**src/rtl/router_pkg.sv**
```systemverilog
// Shared router types and default sizing.
// Used by the output-port arbiters and the router top.
package router_pkg;

  typedef enum logic {
    IDLE = 1'b0,
    LOCK = 1'b1
  } arb_state_t;

  localparam int NUM_REQ_DEF = 4;
  localparam int DATA_W_DEF  = 8;

endpackage

```
**src/rtl/rr_priority_pick.sv**
```systemverilog
// Rotating-priority encoder: the first set request at or after
// rr_ptr (wrapping) wins.
module rr_priority_pick
  import router_pkg::*;
#(
  parameter int NUM_REQ = NUM_REQ_DEF,
  parameter int IDX_W   = $clog2(NUM_REQ)
) (
  input  logic [NUM_REQ-1:0] req,
  input  logic [IDX_W-1:0]   rr_ptr,
  output logic [NUM_REQ-1:0] win,
  output logic [IDX_W-1:0]   win_idx,
  output logic               any
);

  logic [IDX_W:0]   sum;
  logic [IDX_W-1:0] j;

  always_comb begin
    win     = '0;
    win_idx = '0;
    any     = 1'b0;
    sum     = '0;
    j       = '0;
    for (int k = 0; k < NUM_REQ; k++) begin
      sum = {1'b0, rr_ptr} + (IDX_W+1)'(k);
      if (sum >= (IDX_W+1)'(NUM_REQ))
        sum = sum - (IDX_W+1)'(NUM_REQ);
      j = sum[IDX_W-1:0];
      if (!any && req[j]) begin
        any     = 1'b1;
        win[j]  = 1'b1;
        win_idx = j;
      end
    end
  end

endmodule

```
**src/rtl/rr_port_arbiter.sv**
```systemverilog
// Packet-locked round-robin arbiter feeding one output FIFO
// write port; the grant is held until the eop flit is written.
module rr_port_arbiter
  import router_pkg::*;
#(
  parameter int NUM_REQ = NUM_REQ_DEF,
  parameter int DATA_W  = DATA_W_DEF,
  parameter int IDX_W   = $clog2(NUM_REQ)
) (
  input  logic                      clk,
  input  logic                      rst,
  input  logic [NUM_REQ-1:0]        req,
  input  logic [NUM_REQ-1:0]        req_eop,
  input  logic [NUM_REQ*DATA_W-1:0] req_data,
  input  logic                      fifo_full,
  output logic [NUM_REQ-1:0]        grant,
  output logic [IDX_W-1:0]          grant_idx,
  output logic [NUM_REQ-1:0]        req_ack,
  output logic                      fifo_winc,
  output logic [DATA_W-1:0]         fifo_wdata,
  output logic                      busy,
  output logic [15:0]               pkt_cnt
);

  arb_state_t         state_q, state_d;
  logic [NUM_REQ-1:0] grant_q, grant_d;
  logic [IDX_W-1:0]   grant_idx_q, grant_idx_d;
  logic [IDX_W-1:0]   rr_ptr_q, rr_ptr_d;
  logic [15:0]        pkt_cnt_q, pkt_cnt_d;

  logic [NUM_REQ-1:0] pick_win;
  logic [IDX_W-1:0]   pick_idx;
  logic               pick_any;
  logic               xfer;
  logic [DATA_W-1:0]  own_data;

  rr_priority_pick #(
    .NUM_REQ (NUM_REQ),
    .IDX_W   (IDX_W)
  ) u_pick (
    .req     (req),
    .rr_ptr  (rr_ptr_q),
    .win     (pick_win),
    .win_idx (pick_idx),
    .any     (pick_any)
  );

  assign own_data = req_data[int'(grant_idx_q)*DATA_W +: DATA_W];
  assign xfer     = (state_q == LOCK) && req[grant_idx_q] && !fifo_full;

  always_comb begin
    state_d     = state_q;
    grant_d     = grant_q;
    grant_idx_d = grant_idx_q;
    rr_ptr_d    = rr_ptr_q;
    pkt_cnt_d   = pkt_cnt_q;
    fifo_winc   = 1'b0;
    req_ack     = '0;
    fifo_wdata  = '0;
    unique case (state_q)
      IDLE: begin
        if (pick_any) begin
          state_d     = LOCK;
          grant_d     = pick_win;
          grant_idx_d = pick_idx;
        end
      end
      LOCK: begin
        fifo_wdata = own_data;
        if (xfer) begin
          fifo_winc = 1'b1;
          req_ack   = grant_q;
          if (req_eop[grant_idx_q]) begin
            state_d   = IDLE;
            grant_d   = '0;
            pkt_cnt_d = pkt_cnt_q + 16'd1;
            if (grant_idx_q == IDX_W'(NUM_REQ-1))
              rr_ptr_d = '0;
            else
              rr_ptr_d = grant_idx_q + IDX_W'(1);
          end
        end
      end
      default: state_d = IDLE;
    endcase
  end

  always_ff @(posedge clk or negedge rst) begin
    if (!rst) begin
      state_q     <= IDLE;
      grant_q     <= '0;
      grant_idx_q <= '0;
      rr_ptr_q    <= '0;
      pkt_cnt_q   <= '0;
    end else begin
      state_q     <= state_d;
      grant_q     <= grant_d;
      grant_idx_q <= grant_idx_d;
      rr_ptr_q    <= rr_ptr_d;
      pkt_cnt_q   <= pkt_cnt_d;
    end
  end

  assign grant     = grant_q;
  assign grant_idx = grant_idx_q;
  assign busy      = (state_q == LOCK);
  assign pkt_cnt   = pkt_cnt_q;

endmodule
```
**config.mk**
```make
export PLATFORM = sky130hd
export DESIGN_NAME = rr_port_arbiter
export DESIGN_NICKNAME = d
export VERILOG_FILES = /design/src/rtl/router_pkg.sv /design/src/rtl/rr_priority_pick.sv /design/src/rtl/rr_port_arbiter.sv
export SDC_FILE = /design/constraint.sdc
export NUM_CORES = 1
export LEC_CHECK = 0
export CAP_MARGIN = 20
export CORE_MARGIN = 5
export CORE_UTILIZATION = 40
export DETAILED_ROUTE_END_ITERATION = 16
export HOLD_SLACK_MARGIN = 0.06
export PLACE_DENSITY = 0.73
export SYNTH_ARGS = -nofsm -noshare
export SYNTH_HDL_FRONTEND = slang
export SYNTH_SLANG_ARGS = --single-unit
```
**constraint.sdc**
```tcl
create_clock -name clk -period 3.5 [get_ports clk]
set_input_delay 0.875 -clock clk [delete_from_list [all_inputs] [get_ports clk]]
set_output_delay 0.875 -clock clk [all_outputs]
set_load 0.1 [all_outputs]
```
==> summary.txt, run 1 <==
Pwr
  – Leakage: 1.30 nW
  – Sw Share: 56.9%
  – Seq pwr share: 16.1%
  – Total Power: 2.86 mW
  – Peak supply drop: 0.000514 V
  – Combinational power share: 77.9%
  – PD cells: 938 nW/µm²
  – Clk pwr share: 5.9%
  – Psw: 1.63 mW
  – Internal power: 1.23 mW

Critical path
  – R2R cell count: 7
  – CP Launch Type: primary input
  – Largest delay share family, worst path: buffers and inverters
  – Worst Path Buf+Inv: 2
  – WP data required: 2.62 ns
  – Reg2Reg Setup Slack: 1.01 ns
  – Reg2reg start: rr_ptr_q[0]
  – R2r endpoint: grant[2]
  – Critical Path End: req_ack[1]
  – Max incr delay on CP: 0.54 ns
  – Crit path from: req[3]
  – Worst-path maximum fanout: 8
  – Slowest CP cell: clkdlybuf4s50_1
  – Cell Chain, Critical Path: clkdlybuf4s50_1 -> mux2i_1 -> nand2_1 -> and3_1 -> buf_12
  – WP depth: 5
  – Critical path type: in2out
  – CP arrival: 2.29 ns
  – CP Capture Type: output port

Clock network
  – Clk slew on worst S/H paths: 0.09 ns
  – H-tree Lvls: 1
  – Postcts setup bufs: 0
  – Cts bufs inserted: 3
  – Clock root buffer: clkbuf_8
  – Sink Count: 25
  – Post-CTS Resized: 0
  – CTS tree: yes
  – Clk buf depth: 2
  – Later-pin clock latency in the skew report: 0.27 ns
  – Hold_buf cts: 0

Worst hold path
  – Worst hold stages: 1
  – Worst Hold Class: reg2reg

Timing
  – Relative slew slack: 60.6%
  – Crit path time final: 3.16 ns
  – Hold_ws: 0.489 ns
  – Tcrit/Tclk final: 90.4%
  – RSZ-0062 raised after global routing: no
  – Max-slew violation count: 0
  – Max Freq: 0.316 GHz
  – Post-route clock skew: 0.00829 ns
  – Fin. Hold Viols: 0
  – Worst slew pin tran: 0.591 ns
  – Setup TNS: 0 ns
  – # setup viols final: 0

Detailed routing
  – Via Count: 1847
  – WL met2: 2770 µm
  – Pre-antenna DRT Iters: 4
  – WL met1: 2360 µm
  – Met3 wire len: 190 µm
  – Initial DRC count: 67
  – Via density: 5.32
  – Highest Signal Layer: met4
  – Final WL: 5370 µm
  – Drc violations: 0
  – ANT nets after route: 0
  – Drt wl/cell: 15.5 µm

Synth
  – Cells after Synth: 198
  – Post-synth ARST share: 100%
  – Ys flop type: dfrtp_1
  – Mean Syn Cell Area: 10.4 µm²
  – YS warnings: 0
  – EDFF count, synth: 0
  – Area of the mapped netlist: 2050 µm²
  – Yosys cell types: 38
  – Yosys reg bits: 25
  – Seq/Total Area, Yosys: 30.5%
  – Mapped Nets: 251

GRT
  – Largest net degree at the start of global routing: 30
  – Wire length of the first global-routing pass: 8540 µm
  – Vias in the first global route: 1803
  – GRT Util Overall: 16.3%
  – Initial antenna violation count: 0
  – GR Overflow Total: 0

Job
  – MaxCap Viol Count: 0

Floorplanning
  – Core Rows: 26
  – Number of I/O pins: 79
  – Die X: 81.7 µm
  – Core area: 5040 µm²
  – Initial Util: 40.7%
  – DIE HEIGHT: 81.7 µm
  – Die ar.: 6670 µm²

Final layout
  – Final #Nets: 331
  – Fraction of layout cells with a size suffix above 1: 25.3%
  – Final Cell Area: 3050 µm²
  – Area growth syn-to-layout: 48.5%
  – Final Util: 60.5%
  – # diodes: 0

Place
  – Final estimated routing congestion in global placement: 0.841
  – IO buf count: 78
  – Cell Area, Placed: 3000 µm²
  – Detailed placer's ending HPWL: 4370 µm

Outcome
  – Status: finished, final reports clean
cell type report:
| type | count | area [µm²] |
|---|---|---|
| Sequential cell | 25 | 626 |
| Clock inverter | 1 | 5.00 |
| Timing Repair Buffer | 88 | 928 |
| Fill cell | 448 | 1990 |
| Inverter | 4 | 15.0 |
| Multi-Input combinational cell | 156 | 1350 |
| Clock buffer | 3 | 41.3 |
| Tap cell | 70 | 87.6 |
metrics by stage:
stage | cells | setup WS, ns
5_1_grt | 347 | 0.240
4_1_cts | 347 | 0.365
3_3_place_gp | 343 | 0.392
3_5_place_dp | 343 | 0.360
6_report | 347 | 0.337
2_1_floorplan | 198 | 0.195
power groups by stage:
stage	Clock, mW	Combinational [mW]	Sequential [mW]
floorplan	0	1.27	0.844
global placement	0	2.22	0.468
detailed placement	0	2.24	0.469
CTS	0.173	2.24	0.463
global route	0.184	2.35	0.475
finish	0.170	2.23	0.462
cells by family after synthesis:
logic type	count (synthesis)	synth area share [%]
compound gates	35	13.5
xor+xnor	15	6.39
fa+ha+maj	10	6.09
buf+inv	17	4.08
flops	25	30.5
mux	26	21.0
simple gates	70	18.5
per-layer routing:
layer	vias up	global-route usage (%)
li1	903	-
met1	907	20.3
met3	4	1.86
met5	-	0
met4	0	4.32
met2	33	29.8
synth_stat cells, types with 2 or more instances:
master | count | area share, %
and2_1 | 10 | 3.0
mux2i_1 | 6 | 2.9
xnor2_1 | 10 | 4.3
nor3_1 | 3 | 0.73
o221ai_1 | 2 | 0.85
dfrtp_1 | 25 | 30
nand2b_1 | 7 | 2.1
nand4_1 | 3 | 0.91
nor4_1 | 2 | 0.61
nor2_1 | 9 | 1.6
o21ai_1 | 5 | 1.2
a2bb2oi_1 | 4 | 1.7
nand2_1 | 14 | 2.6
a31o_1 | 4 | 1.7
o22ai_1 | 4 | 1.2
and3_1 | 7 | 2.1
inv_1 | 4 | 0.73
xor2_1 | 5 | 2.1
o21ai_0 | 4 | 0.97
nand3_1 | 12 | 2.9
mux4_2 | 13 | 14
a221oi_1 | 6 | 2.6
ha_1 | 10 | 6.1
clkbuf_1 | 9 | 1.6
mux2_2 | 4 | 2.2
mux2_1 | 3 | 1.6
buf_6 | 2 | 1.1
worst reg2reg max path, delay by kind of cell, from the launching register on:
| family | cells | cell delay, ns |
|---|---|---|
| muxes | 1 | 0.61 |
| AOI/OAI and AO/OA | 2 | 0.52 |
| adders and majority gates | 1 | 0.47 |
| DFF | 1 | 0.37 |
| buffers and inverters | 2 | 0.36 |
| and+or+nand+nor | 1 | 0.08 |
state kept, by name, summed over array words and instances, names as in the netlist:
name	count
rr_ptr_q	2
pkt_cnt	16
busy	1
grant	4
grant_idx	2
worst min path at each step:
stage                startpoint     endpoint  slack, ns
global route        pkt_cnt[15]  pkt_cnt[15]       0.52
global placement    pkt_cnt[15]  pkt_cnt[15]       0.46
CTS                  pkt_cnt[7]   pkt_cnt[7]       0.50
floorplan                   rst         busy       0.58
finish              pkt_cnt[15]  pkt_cnt[15]       0.49
detailed placement   pkt_cnt[9]   pkt_cnt[9]       0.49
placed cells by master, fill, tap and decap left out, drive strengths merged, types with 7 or more instances in the layout:
| cell | netlist | final |
|---|---|---|
| nand2b | 7 | 7 |
| nand3 | 12 | 12 |
| clkdlybuf4s50 | 0 | 42 |
| mux4 | 13 | 13 |
| ha | 10 | 10 |
| nor2 | 9 | 9 |
| dfrtp | 25 | 25 |
| buf | 4 | 46 |
| and2 | 10 | 10 |
| nand2 | 14 | 14 |
| xnor2 | 10 | 10 |
| o21ai | 9 | 9 |
| and3 | 7 | 7 |
| mux2 | 7 | 7 |
No activity file was read; power rests on OpenSTA's default activity.
==> run 2: changes to the inputs <==
- CELL_PAD_IN_SITES_DETAIL_PLACEMENT: unset -> 0
- CELL_PAD_IN_SITES_GLOBAL_PLACEMENT: unset -> 1
- CORE_UTILIZATION: 40 -> 33
- PLACE_DENSITY: 0.73 -> 0.79
==> run 2 against run 1 <==
Final area rose by 0.20%; count of clock-buffer cells in the layout did not move; die area rose by 19%; largest power group unchanged; critical endpoint is now req_ack[2]; hold slack got worse by 0.010 ns.
==> summary.txt, run 2 (synthesis gave the netlist of run 1 again) <==
Outcome
  – Status: finished, final reports clean

Place
  – Cell Area, Placed: 3010 µm²
  – Final estimated routing congestion in global placement: 0.801
  – Placed cells: 348
  – Detailed placer's ending HPWL: 4500 µm
  – IO buf count: 78

Worst hold path
  – Worst Hold Class: reg2reg
  – Worst hold stages: 1
  – End of the worst hold path: pkt_cnt[15]
  – Hold path startpoint: pkt_cnt[15]

GRT
  – GRT Util Overall: 14.4%
  – Initial antenna violation count: 0
  – Wire length of the first global-routing pass: 9090 µm
  – GR Overflow Total: 0
  – Largest net degree at the start of global routing: 30
  – Vias in the first global route: 1808

Final layout
  – Fraction of layout cells with a size suffix above 1: 25.3%
  – Final Cell Area: 3060 µm²
  – Max reg flops: 16
  – Final #Nets: 331
  – Fill count: 557
  – # diodes: 0
  – Fin cells: 352
  – Most frequent cells in the layout: clkdlybuf4s50_1 (42), buf_4 (33), dfrtp_1 (25)
  – Most common cell after layout, fill and taps aside: clkdlybuf4s50_1
  – Area growth syn-to-layout: 48.8%

Timing
  – Crit path time final: 3.12 ns
  – Max-slew violation count: 0
  – Max Freq: 0.320 GHz
  – Worst slew pin tran: 0.574 ns
  – Relative slew slack: 60.6%
  – Fin. Hold Viols: 0
  – Post-route clock skew: 0.00262 ns
  – Setup TNS: 0 ns
  – # setup viols final: 0
  – RSZ-0062 raised after global routing: no
  – Tcrit/Tclk final: 89.1%

Clock network
  – CTS tree: yes
  – Post-CTS Resized: 0
  – Clk buf depth: 2
  – Clk slew on worst S/H paths: 0.09 ns
  – Postcts setup bufs: 0
  – Later-pin clock latency in the skew report: 0.26 ns
  – Cts bufs inserted: 3
  – H-tree Lvls: 1
  – Hold_buf cts: 0
  – Clock root buffer: clkbuf_8
  – Sink Count: 25

Job
  – MaxCap Viol Count: 0

Detailed routing
  – Pre-antenna DRT Iters: 4
  – Drt wl/cell: 16.0 µm
  – Via density: 5.15
  – Via Count: 1812
  – Drc violations: 0
  – ANT nets after route: 0
  – Initial DRC count: 67
  – Final WL: 5650 µm

Critical path
  – Reg2reg start: rr_ptr_q[0]
  – Worst-path maximum fanout: 5
  – WP data required: 2.62 ns
  – CP Launch Type: primary input
  – CP arrival: 2.25 ns
  – R2r endpoint: grant[0]
  – Critical path type: in2out
  – CP Capture Type: output port
  – Reg2Reg Setup Slack: 1.01 ns
  – R2R cell count: 7

Floorplanning
  – Core area: 5990 µm²
  – Initial Util: 34.3%
  – Core Rows: 28
  – Number of I/O pins: 79
  – Die X: 88.9 µm
  – DIE HEIGHT: 88.9 µm
  – Die ar.: 7900 µm²

Pwr
  – Leakage: 1.30 nW
  – Peak supply drop: 0.000714 V
  – PD cells: 941 nW/µm²
==> run 2: how the worst max path moves through the flow <==
stage	from	endpoint	slack [ns]	depth (start not counted)
detailed placement	req[1]	req_ack[2]	0.39	5
global placement	req[1]	req_ack[0]	0.40	5
floorplan	grant_idx[0]	fifo_wdata[0]	0.20	3
CTS	req[1]	req_ack[2]	0.38	5
finish	req[1]	req_ack[2]	0.38	5
global route	req[1]	req_ack[1]	0.35	5
==> run 2: power breakdown <==
group	leakage (nW)	switching, mW	internal, mW
Sequential	0.329	0.106	0.358
Clock	0.0255	0.0905	0.0795
Combinational	0.949	1.45	0.795
Total	1.30	1.64	1.23
==> run 2: cell type report <==
cell class / count / area (µm²) / area share, %
Timing Repair Buffer: 88 / 928 / 30.4
Tap cell: 75 / 93.8 / 3.07
Inverter: 4 / 15.0 / 0.491
Clock inverter: 1 / 5.00 / 0.164
Clock buffer: 3 / 41.3 / 1.35
Sequential cell: 25 / 626 / 20.5
Multi-Input combinational cell: 156 / 1350 / 44.1
==> run 2: metal layers <==
| layer | track usage (%) | up-vias | wire length, µm |
|---|---|---|---|
| li1 | - | 903 | - |
| met1 | 18.8 | 869 | 2450 |
| met2 | 25.6 | 36 | 2930 |
| met3 | 1.84 | 4 | 246 |
| met4 | 2.34 | 0 | 17 |
| met5 | 0 | - | 0 |
==> run 2: metrics by stage <==
stage / util [%] / hold slack [ns] / total power, mW / setup slack, ns
floorplan: - / 0.579 / 2.11 / 0.195
global placement: 50.3 / 0.461 / 2.70 / 0.402
detailed placement: 50.3 / 0.476 / 2.72 / 0.389
CTS: 51.0 / 0.488 / 2.89 / 0.384
global route: 51.0 / 0.509 / 3.03 / 0.347
finish: 51.0 / 0.479 / 2.88 / 0.380
==> run 2: critical path, stage by stage <==
cell and delay [ns]:
clkdlybuf4s50_1 0.41, mux2_2 0.30, o21a_1 0.24, and3_1 0.24, buf_12 0.17
==> run 3: changes to the inputs <==
- CORE_UTILIZATION: 33 -> 36
- PLACE_DENSITY: 0.79 -> 0.86
- clock period: 3.5 -> 3.7 ns (I/O delays scaled with it)
==> run 3 against run 2 <==
Final cell count fell by 1.1%; flip-flop and latch count did not move; sequential share of layout area fell by 0.10 points; critical path type unchanged; highest routed layer unchanged; first-iteration DRC count shrank 22%; hold slack lost 0.0014 ns; largest power group unchanged; via count rose by 0.99%.
==> summary.txt, run 3 (synthesis gave the netlist of run 1 again) <==
Timing
  – Post-route clock skew: 0.000642 ns
  – Worst slew pin tran: 0.973 ns
  – Tcrit/Tclk final: 90.7%
  – Hold_ws: 0.477 ns
  – Worst setup margin: 0.344 ns
  – Crit path time final: 3.36 ns
  – Relative slew slack: 35.0%
  – Max-slew violation count: 0
  – Max Freq: 0.298 GHz
  – # setup viols final: 0
  – Setup TNS: 0 ns
  – Fin. Hold Viols: 0
  – RSZ-0062 raised after global routing: no

GRT
  – GRT Util Overall: 15.2%
  – Wire length of the first global-routing pass: 9260 µm
  – Vias in the first global route: 1849
  – GR Overflow Total: 0
  – Initial antenna violation count: 0
  – Largest net degree at the start of global routing: 30

Floorplanning
  – Die X: 85.5 µm
  – Initial Util: 37.1%
  – Core Rows: 27
  – DIE HEIGHT: 85.5 µm
  – Die ar.: 7320 µm²
  – Core area: 5540 µm²
  – Number of I/O pins: 79

Critical path
  – CP Capture Type: output port
  – WP data required: 2.77 ns
  – R2R cell count: 7
  – R2r endpoint: grant_idx[0]
  – Reg2Reg Setup Slack: 1.17 ns
  – Max incr delay on CP: 0.52 ns
  – Worst-path maximum fanout: 9
  – Critical path type: in2out
  – WP depth: 5
  – Worst Path Buf+Inv: 2
  – CP arrival: 2.43 ns
  – Reg2reg start: rr_ptr_q[0]
  – Slowest CP cell: clkdlybuf4s50_1
  – Largest delay share family, worst path: buffers and inverters
  – CP Launch Type: primary input
  – Cell Chain, Critical Path: clkdlybuf4s50_1 -> mux2_2 -> o21a_1 -> and3_1 -> buf_12

Pwr
  – Peak supply drop: 0.000455 V
  – Total Power: 2.71 mW
  – PD cells: 882 nW/µm²
  – Leakage: 1.28 nW

Detailed routing
  – Via density: 5.26
  – Final WL: 5420 µm
  – Drt wl/cell: 15.6 µm
  – Via Count: 1830
  – Initial DRC count: 52
  – Drc violations: 0
  – Pre-antenna DRT Iters: 4
  – ANT nets after route: 0

Final layout
  – Final Cell Area: 3070 µm²
  – Fraction of layout cells with a size suffix above 1: 20.7%
  – Area growth syn-to-layout: 49.5%
  – Most common cell after layout, fill and taps aside: clkdlybuf4s50_1
  – Most frequent cells in the layout: clkdlybuf4s50_1 (53), dfrtp_1 (25), buf_4 (21)
  – Max reg flops: 16
  – Fin cells: 348
  – # diodes: 0
  – Final Util: 55.4%
  – Final #Nets: 330

Clock network
  – Hold_buf cts: 0
  – Clk slew on worst S/H paths: 0.08 ns
  – CTS tree: yes
  – Cts bufs inserted: 3
  – Post-CTS Resized: 0
  – Clk buf depth: 2
  – H-tree Lvls: 1
  – Sink Count: 25
  – Postcts setup bufs: 0
  – Later-pin clock latency in the skew report: 0.26 ns
  – Clock root buffer: clkbuf_8

Worst hold path
  – Worst Hold Class: reg2reg
  – Hold path startpoint: pkt_cnt[15]
  – End of the worst hold path: pkt_cnt[15]
  – Worst hold stages: 1

Place
  – Detailed placer's ending HPWL: 4430 µm
  – Placed cells: 344
  – Cell Area, Placed: 3030 µm²
  – Setup WS pre-CTS: 0.343 ns
  – IO buf count: 78
  – Final estimated routing congestion in global placement: 0.777

Job
  – MaxCap Viol Count: 0

Outcome
  – Status: finished, final reports clean
## run 3: cell types whose count changed in the layout (fill, tap and decap cells not counted), sizes merged
cell / delta
buf: -12
clkdlybuf4s50: +11
clkbuf: +1
clkinv: -1
## run 3: where the power goes
group	internal [mW]	switching, mW
Sequential	0.338	0.104
Combinational	0.758	1.36
Clock	0.0768	0.0776
## run 3: cell type report
class                      count  area [µm²]
fill                         508        2470
multi-input combinational    156        1350
tap                           72        90.1
clock buffer                   4        45.0
timing repair buffer          87         948
sequential                    25         626
inverter                       4        15.0
## run 3: routing by layer
metal	up-vias	wire, µm	GRT usage [%]
li1	903	-	-
met1	872	2310	20.2
met2	49	2800	26.6
met3	6	252	1.63
met4	0	56	3.60
met5	-	0	0
## run 3: worst reg2reg max path: cells and delay by family (launching register included)
kind / cells / cell delay, ns
multiplexers: 1 / 0.60
adder cells (fa/ha/maj): 1 / 0.49
buffers and inverters: 2 / 0.37
AO/OA/AOI/OAI: 3 / 0.60
flip-flops: 1 / 0.37
## run 3: worst max-delay path by stage
stage	start	end	slack [ns]
floorplan	grant_idx[0]	fifo_wdata[0]	0.35
global placement	req[0]	req_ack[0]	0.37
detailed placement	req[0]	req_ack[2]	0.34
CTS	req[0]	req_ack[2]	0.34
global route	req[0]	req_ack[3]	0.24
finish	req[0]	req_ack[2]	0.34
